File: config.mk
export PLATFORM = sky130hd
export DESIGN_NAME = seg7_scan_ctrl
export DESIGN_NICKNAME = d
export VERILOG_FILES = /design/src/rtl/seg7_pkg.sv /design/src/rtl/seg7_encode.sv /design/src/rtl/seg7_scan_ctrl.sv
export SDC_FILE = /design/constraint.sdc
export NUM_CORES = 1
export LEC_CHECK = 0
export BUFFER_PORTS_ARGS = -buffer_cell sky130_fd_sc_hd__buf_2
export CAP_MARGIN = 10
export CORE_ASPECT_RATIO = 2
export CORE_MARGIN = 2
export CORE_UTILIZATION = 40
export CTS_CLUSTER_SIZE = 30
export DETAILED_ROUTE_END_ITERATION = 6
export GPL_ROUTABILITY_DRIVEN = 1
export PLACE_DENSITY = 0.61
export SYNTH_ARGS = -nofsm -noshare
export SYNTH_HDL_FRONTEND = slang
export SYNTH_HIERARCHICAL = 1
export SYNTH_SLANG_ARGS = --single-unit
File: constraint.sdc
create_clock -name clk -period 7.7 [get_ports clk]
set_clock_uncertainty 0.15 [all_clocks]
set_input_delay 0.385 -clock clk [delete_from_list [all_inputs] [get_ports clk]]
set_output_delay 0.385 -clock clk [all_outputs]
set_load 0.02 [all_outputs]
File: src/rtl/seg7_pkg.sv
// seg7_pkg: shared glyph table, scan state type and output polarity helper
package seg7_pkg;
  typedef enum logic {ST_DEAD, ST_ON} scan_state_e;
  localparam logic [6:0] SEG_BLANK = 7'b0000000;
  localparam logic [6:0] GLYPH [16] = '{
    7'b1111110, 7'b0110000, 7'b1101101, 7'b1111001,
    7'b0110011, 7'b1011011, 7'b1011111, 7'b1110000,
    7'b1111111, 7'b1111011, 7'b1110111, 7'b0011111,
    7'b1001110, 7'b0111101, 7'b1001111, 7'b1000111
  };
  function automatic logic [7:0] seg_pol(input logic [7:0] v, input logic act_low);
    return act_low ? ~v : v;
  endfunction
endpackage

File: src/rtl/seg7_encode.sv
// seg7_encode: digit code to active-high {a..g,dp}, with BCD/hex and blanking
import seg7_pkg::*;
module seg7_encode (
  input  logic [3:0] i_code,
  input  logic       i_hex,
  input  logic       i_dp,
  input  logic       i_blank,
  output logic [7:0] o_seg
);
  logic w_invalid;
  // BCD mode shows codes 10..15 as dark segments but keeps the dp
  always_comb begin
    w_invalid = !i_hex && (i_code > 4'd9);
    o_seg = i_blank ? 8'h00 : {w_invalid ? SEG_BLANK : GLYPH[i_code], i_dp};
  end
endmodule

File: src/rtl/seg7_scan_ctrl.sv
// seg7_scan_ctrl: N-digit multiplexed seven-segment scanner with dead-time and frame snapshot
import seg7_pkg::*;
module seg7_scan_ctrl #(
  parameter int N_DIGITS         = 4,
  parameter int DIV              = 50000,
  parameter int DEAD             = 16,
  parameter bit ANODE_ACTIVE_LOW = 1'b1,
  parameter bit SEG_ACTIVE_LOW   = 1'b1
) (
  input  logic                    clk,
  input  logic                    rst,
  input  logic                    en,
  input  logic [4*N_DIGITS-1:0]   digits,
  input  logic [N_DIGITS-1:0]     dp,
  input  logic                    hex_mode,
  input  logic                    lz_blank,
  output logic [N_DIGITS-1:0]     An,
  output logic [7:0]              Cout,
  output logic                    frame_start
);
  localparam int CW = $clog2(DIV);
  localparam int IW = $clog2(N_DIGITS);
  localparam logic [CW-1:0] DIV_M1 = CW'(DIV - 1);
  localparam logic [CW-1:0] DEAD_C = CW'(DEAD);
  localparam logic [IW-1:0] N_M1 = IW'(N_DIGITS - 1);
  localparam logic [N_DIGITS-1:0] AN_OFF = ANODE_ACTIVE_LOW ? '1 : '0;
  localparam logic [7:0] SEG_OFF = SEG_ACTIVE_LOW ? 8'hFF : 8'h00;
  logic [CW-1:0]           r_cnt;
  logic [IW-1:0]           r_idx;
  logic [4*N_DIGITS-1:0]   r_digits;
  logic [N_DIGITS-1:0]     r_dp;
  logic                    r_hex;
  logic                    r_lz;
  logic [N_DIGITS-1:0]     r_an;
  logic [7:0]              r_cout;
  logic                    r_fs;
  logic                    w_take;
  logic [4*N_DIGITS-1:0]   w_digits;
  logic [N_DIGITS-1:0]     w_dp;
  logic                    w_hex;
  logic                    w_lz;
  logic [N_DIGITS-1:0]     w_blank;
  logic [N_DIGITS-1:0]     w_an_on;
  logic [7:0]              w_seg;
  scan_state_e             w_state;
  // The snapshot is bypassed on the capture cycle so the first slot already sees the new frame
  always_comb begin
    w_take   = en && (r_cnt == '0) && (r_idx == '0);
    w_digits = w_take ? digits : r_digits;
    w_dp     = w_take ? dp : r_dp;
    w_hex    = w_take ? hex_mode : r_hex;
    w_lz     = w_take ? lz_blank : r_lz;
    w_state  = (r_cnt >= DEAD_C) ? ST_ON : ST_DEAD;
    w_an_on  = N_DIGITS'(1) << (N_M1 - r_idx);
  end
  // Leading zeros are blanked left to right until the first nonzero digit or set dp; the rightmost digit always shows
  always_comb begin
    logic lead;
    lead = w_lz;
    w_blank = '0;
    for (int k = 0; k < N_DIGITS - 1; k++) begin
      w_blank[k] = lead && (w_digits[4*k +: 4] == 4'd0) && !w_dp[k];
      lead = w_blank[k];
    end
  end
  seg7_encode u_enc (
    .i_code  (w_digits[4*r_idx +: 4]),
    .i_hex   (w_hex),
    .i_dp    (w_dp[r_idx]),
    .i_blank (w_blank[r_idx]),
    .o_seg   (w_seg)
  );
  // Slot prescaler and digit index; disabling parks the scan at frame start
  always_ff @(posedge clk or posedge rst)
    if (rst) begin
      r_cnt <= '0;
      r_idx <= '0;
    end else if (!en) begin
      r_cnt <= '0;
      r_idx <= '0;
    end else begin
      r_cnt <= (r_cnt == DIV_M1) ? '0 : r_cnt + 1'b1;
      if (r_cnt == DIV_M1) r_idx <= (r_idx == N_M1) ? '0 : r_idx + 1'b1;
    end
  // Per-frame capture of the display inputs to avoid tearing
  always_ff @(posedge clk or posedge rst)
    if (rst) begin
      r_digits <= '0;
      r_dp     <= '0;
      r_hex    <= 1'b0;
      r_lz     <= 1'b0;
    end else if (w_take) begin
      r_digits <= digits;
      r_dp     <= dp;
      r_hex    <= hex_mode;
      r_lz     <= lz_blank;
    end
  // Registered pin drivers: dark during dead-time or when disabled
  always_ff @(posedge clk or posedge rst)
    if (rst) begin
      r_an   <= AN_OFF;
      r_cout <= SEG_OFF;
      r_fs   <= 1'b0;
    end else begin
      r_an   <= (en && w_state == ST_ON) ? (ANODE_ACTIVE_LOW ? ~w_an_on : w_an_on) : AN_OFF;
      r_cout <= (en && w_state == ST_ON) ? seg_pol(w_seg, SEG_ACTIVE_LOW) : SEG_OFF;
      r_fs   <= w_take;
    end
  assign An          = r_an;
  assign Cout        = r_cout;
  assign frame_start = r_fs;
endmodule

==> results.cfg <==
[run_status]
status = finished, final reports clean

[timing]
setup_viol = 0
grt_setup_unrepaired = false
fin_crit_ns = 3.93
tns_ns = 0
fmax_mhz = 254
hold_viol = 0
worst_pin_slew_ns = 0.668
slew-limit-headroom_pct = 55.5
slew_violations = 0
final.setup.worst_slack_ns = 3.77
period_share_pct = 51.0

[clock_network]
clock-sinks = 53
clk_latency_ns = 0.30
cts-root-buf = clkbuf_16
postCtsSetupRepairBufs = 0
ctsHoldBuffers = 0
cts.htree.levels = 2
post_cts_resize_count = 0
clk_pin_slew_worst_paths_ns = 0.07
cts_max_path_buffers = 2
numCtsBuffers = 5
cts_tree = done

[yosys]
synth-xor-area-share_pct = 4.53
ys_ff_latch = 53
synth_mux_area_share_pct = 14.9
synth_edf_count = 0
synthArstFlopShare_pct = 100
syn_avg_cell_area_um2 = 11.3
syn_area_mm2 = 0.00270
synth_top_flop_cell = dfrtp_1
synth_simple_gate_area_share_pct = 17.6
netlist_instances = 239
ys_seq_area_share_pct = 49.6
synth.distinct_cells = 40
synth_adder_area_share_pct = 5.09
syn_nets = 275
yosysTopAreaCellShare_pct = 37.9
synth_top_area_cell = dfrtp_1
yosysWarnings = 6
synth_area_leaders = dfrtp_1 38%, dfstp_2 12%, mux2_2 9.2%, ha_1 5.1%, mux4_2 5.0%
synth_compound_area_share_pct = 4.49
synth_top_family_by_area = simple AND/OR/NAND/NOR gates

[setup_path]
crit_buf_inv = 3
path_class = reg -> reg
worstPathRequired_ns = 7.76
crit_end = Cout[6]$_DFF_PP1_
path_cells = inv_1 -> ha_1 -> nand4_1 -> nor2_2 -> buf_4 -> mux2_2 -> mux4_2 -> inv_1 -> ha_1 -> o21bai_1 -> a31o_2 -> a211oi_1 -> nand2_1
crit_arrival_ns = 3.99
r2r-end = Cout[6]$_DFF_PP1_
reg2reg_slack_ns = 3.77
worst-r2r-cell-count = 13
crit_slowest_cell = mux4_2
startpoint = r_idx[1]$_DFFE_PP0P_
crit_fanout = 22
critPathTopFamily = multiplexers
cp_slowest_stage_delay_ns = 0.53
timing.rr.start = r_idx[1]$_DFFE_PP0P_
crit_cells = 13
cp-end-kind = register
start_kind = register

[drt]
vias = 1906
dr.pass1.iters = 4
ant_nets = 0
drc = 0
routedWlPerCell_um = 16.9
routed_wl_mm = 6.17
detail_route.iter0.violations = 143
viasPerCell = 5.22

[global_route]
gr-total-overflow = 0
grt.total_usage_pct = 17.6
grt_pass1_wl_mm = 9.86
grt_max_degree = 54
grt_pass1_vias = 1956
antenna_found_initial = 0

[placement]
place_area_mm2 = 0.00295
dp_hpwl_mm = 4.72
gp_congestion = 0.855
post-place-cells = 357
io_buffers = 37
place_ws_ns = 3.78

[cells_and_area]
antennaDiodeCount = 0
utilization_pct = 47.6
final_cell_area_mm2 = 0.00313
final_cells = 365
synthToLayoutAreaGrowth_pct = 15.7
fin_nets = 312
layout-drive-gt1-share_pct = 33.9
n_fill_cell = 606

[floorplanning]
coreArea_mm2 = 0.00657
start_util_pct = 41.2
num_io_pins = 38
std_cell_rows = 42
die_y_um = 120
dieArea_mm2 = 0.00747
die_w_um = 62.1

[hold_path]
hp-class = in -> async

[flow_run]
drv_cap = 0

[pwr]
leakage_uw = 0.00131
ir_drop_v = 0.000133
p_per_area_mw_per_mm2 = 237
## final cells by class
class                      instances  area [µm²]  area share, %
inverter                          11        41.3           1.32
clock inverter                     2        37.5           1.20
multi-input combinational        166        1260           40.3
clock buffer                       6         139           4.44
sequential                        53        1340           42.9
timing repair buffer              39         200           6.40
tap                               88         110           3.52
## per-layer routing
metal | vias up | wire, µm | global-route usage [%]
li1 | 906 | - | -
met3 | 9 | 142 | 2.51
met2 | 36 | 3790 | 36.1
met1 | 955 | 2060 | 16.4
met5 | - | 0 | 0
met4 | 0 | 168 | 8.61
## worst min-delay path: cells and delay by family
family                 cells  cell delay (ns)
buffers and inverters      3             0.64
## worst min path at each step
stage	endpoint	slack [ns]	depth (start not counted)
floorplan	r_digits[15]$_DFF_PP0_	0.32	1
global placement	r_digits[15]$_DFF_PP0_	0.33	1
detailed placement	r_hex$_DFF_PP0_	0.34	1
CTS	r_digits[14]$_DFF_PP0_	0.15	3
global route	r_digits[3]$_DFF_PP0_	0.16	3
finish	r_digits[3]$_DFF_PP0_	0.1	3
## power by group
group          internal [µW]  switching, µW
Combinational           72.9           82.5
Clock                    162            100
Sequential               309           14.6
Total                    544            198
## flip-flops by register name (all words and copies together), names as in the netlist
| register | cells |
|---|---|
| r_lz | 1 |
| r_idx | 2 |
| r_cnt | 16 |
| r_digits | 16 |
| r_hex | 1 |
| frame_start | 1 |
| An | 4 |
| r_dp | 4 |
| Cout | 8 |
## synth_stat cells, drive strengths merged, types with 2 or more instances
master	number
a211oi	4
a221oi	2
and2	2
and3	2
buf	7
clkbuf	2
dfrtp	41
dfstp	12
ha	11
inv	11
mux2	22
mux2i	2
mux4	6
nand2	23
nand3	5
nand4	7
nor2	29
nor2b	3
nor3	7
nor4	3
o21ai	4
or3	3
or4	7
xnor2	6
xor2	8
## cell families (layout without fill, tap and decap cells)
kind of cell	after synthesis	count (layout)
buf+inv	20	58
fa+ha+maj	11	11
flops	53	53
xor+xnor	14	14
mux	30	30
simple gates	94	94
compound gates	17	17
## placed cells by master (no fill, tap or decap), drive strengths merged
cell type  count
o32ai          1
xnor2          6
nor3           7
a21oi          1
buf           39
o21bai         1
ha            11
a221oi         2
a31o           1
or4            7
mux4           6
o21ai          4
dfrtp         41
nor2          29
bufinv         1
mux2          22
xor2           8
and2           2
nand4          7
clkbuf         6
dfstp         12
clkinvlp       1
a21boi         1
and3           2
o22a           1
a31oi          1
nor4           3
and4b          1
nor4b          1
nand3          5
nand2         23
inv           11
and2b          1
a211oi         4
or3            3
nor2b          3
mux2i          2
## metrics by stage
step / hold slack, ns / total power, µW
3_5_place_dp: 0.337 / 483
6_report: 0.0990 / 741
4_1_cts: 0.145 / 747
3_3_place_gp: 0.329 / 481
2_1_floorplan: 0.318 / 443
5_1_grt: 0.161 / 778
Note: power is estimated with default switching activity, not from simulation.
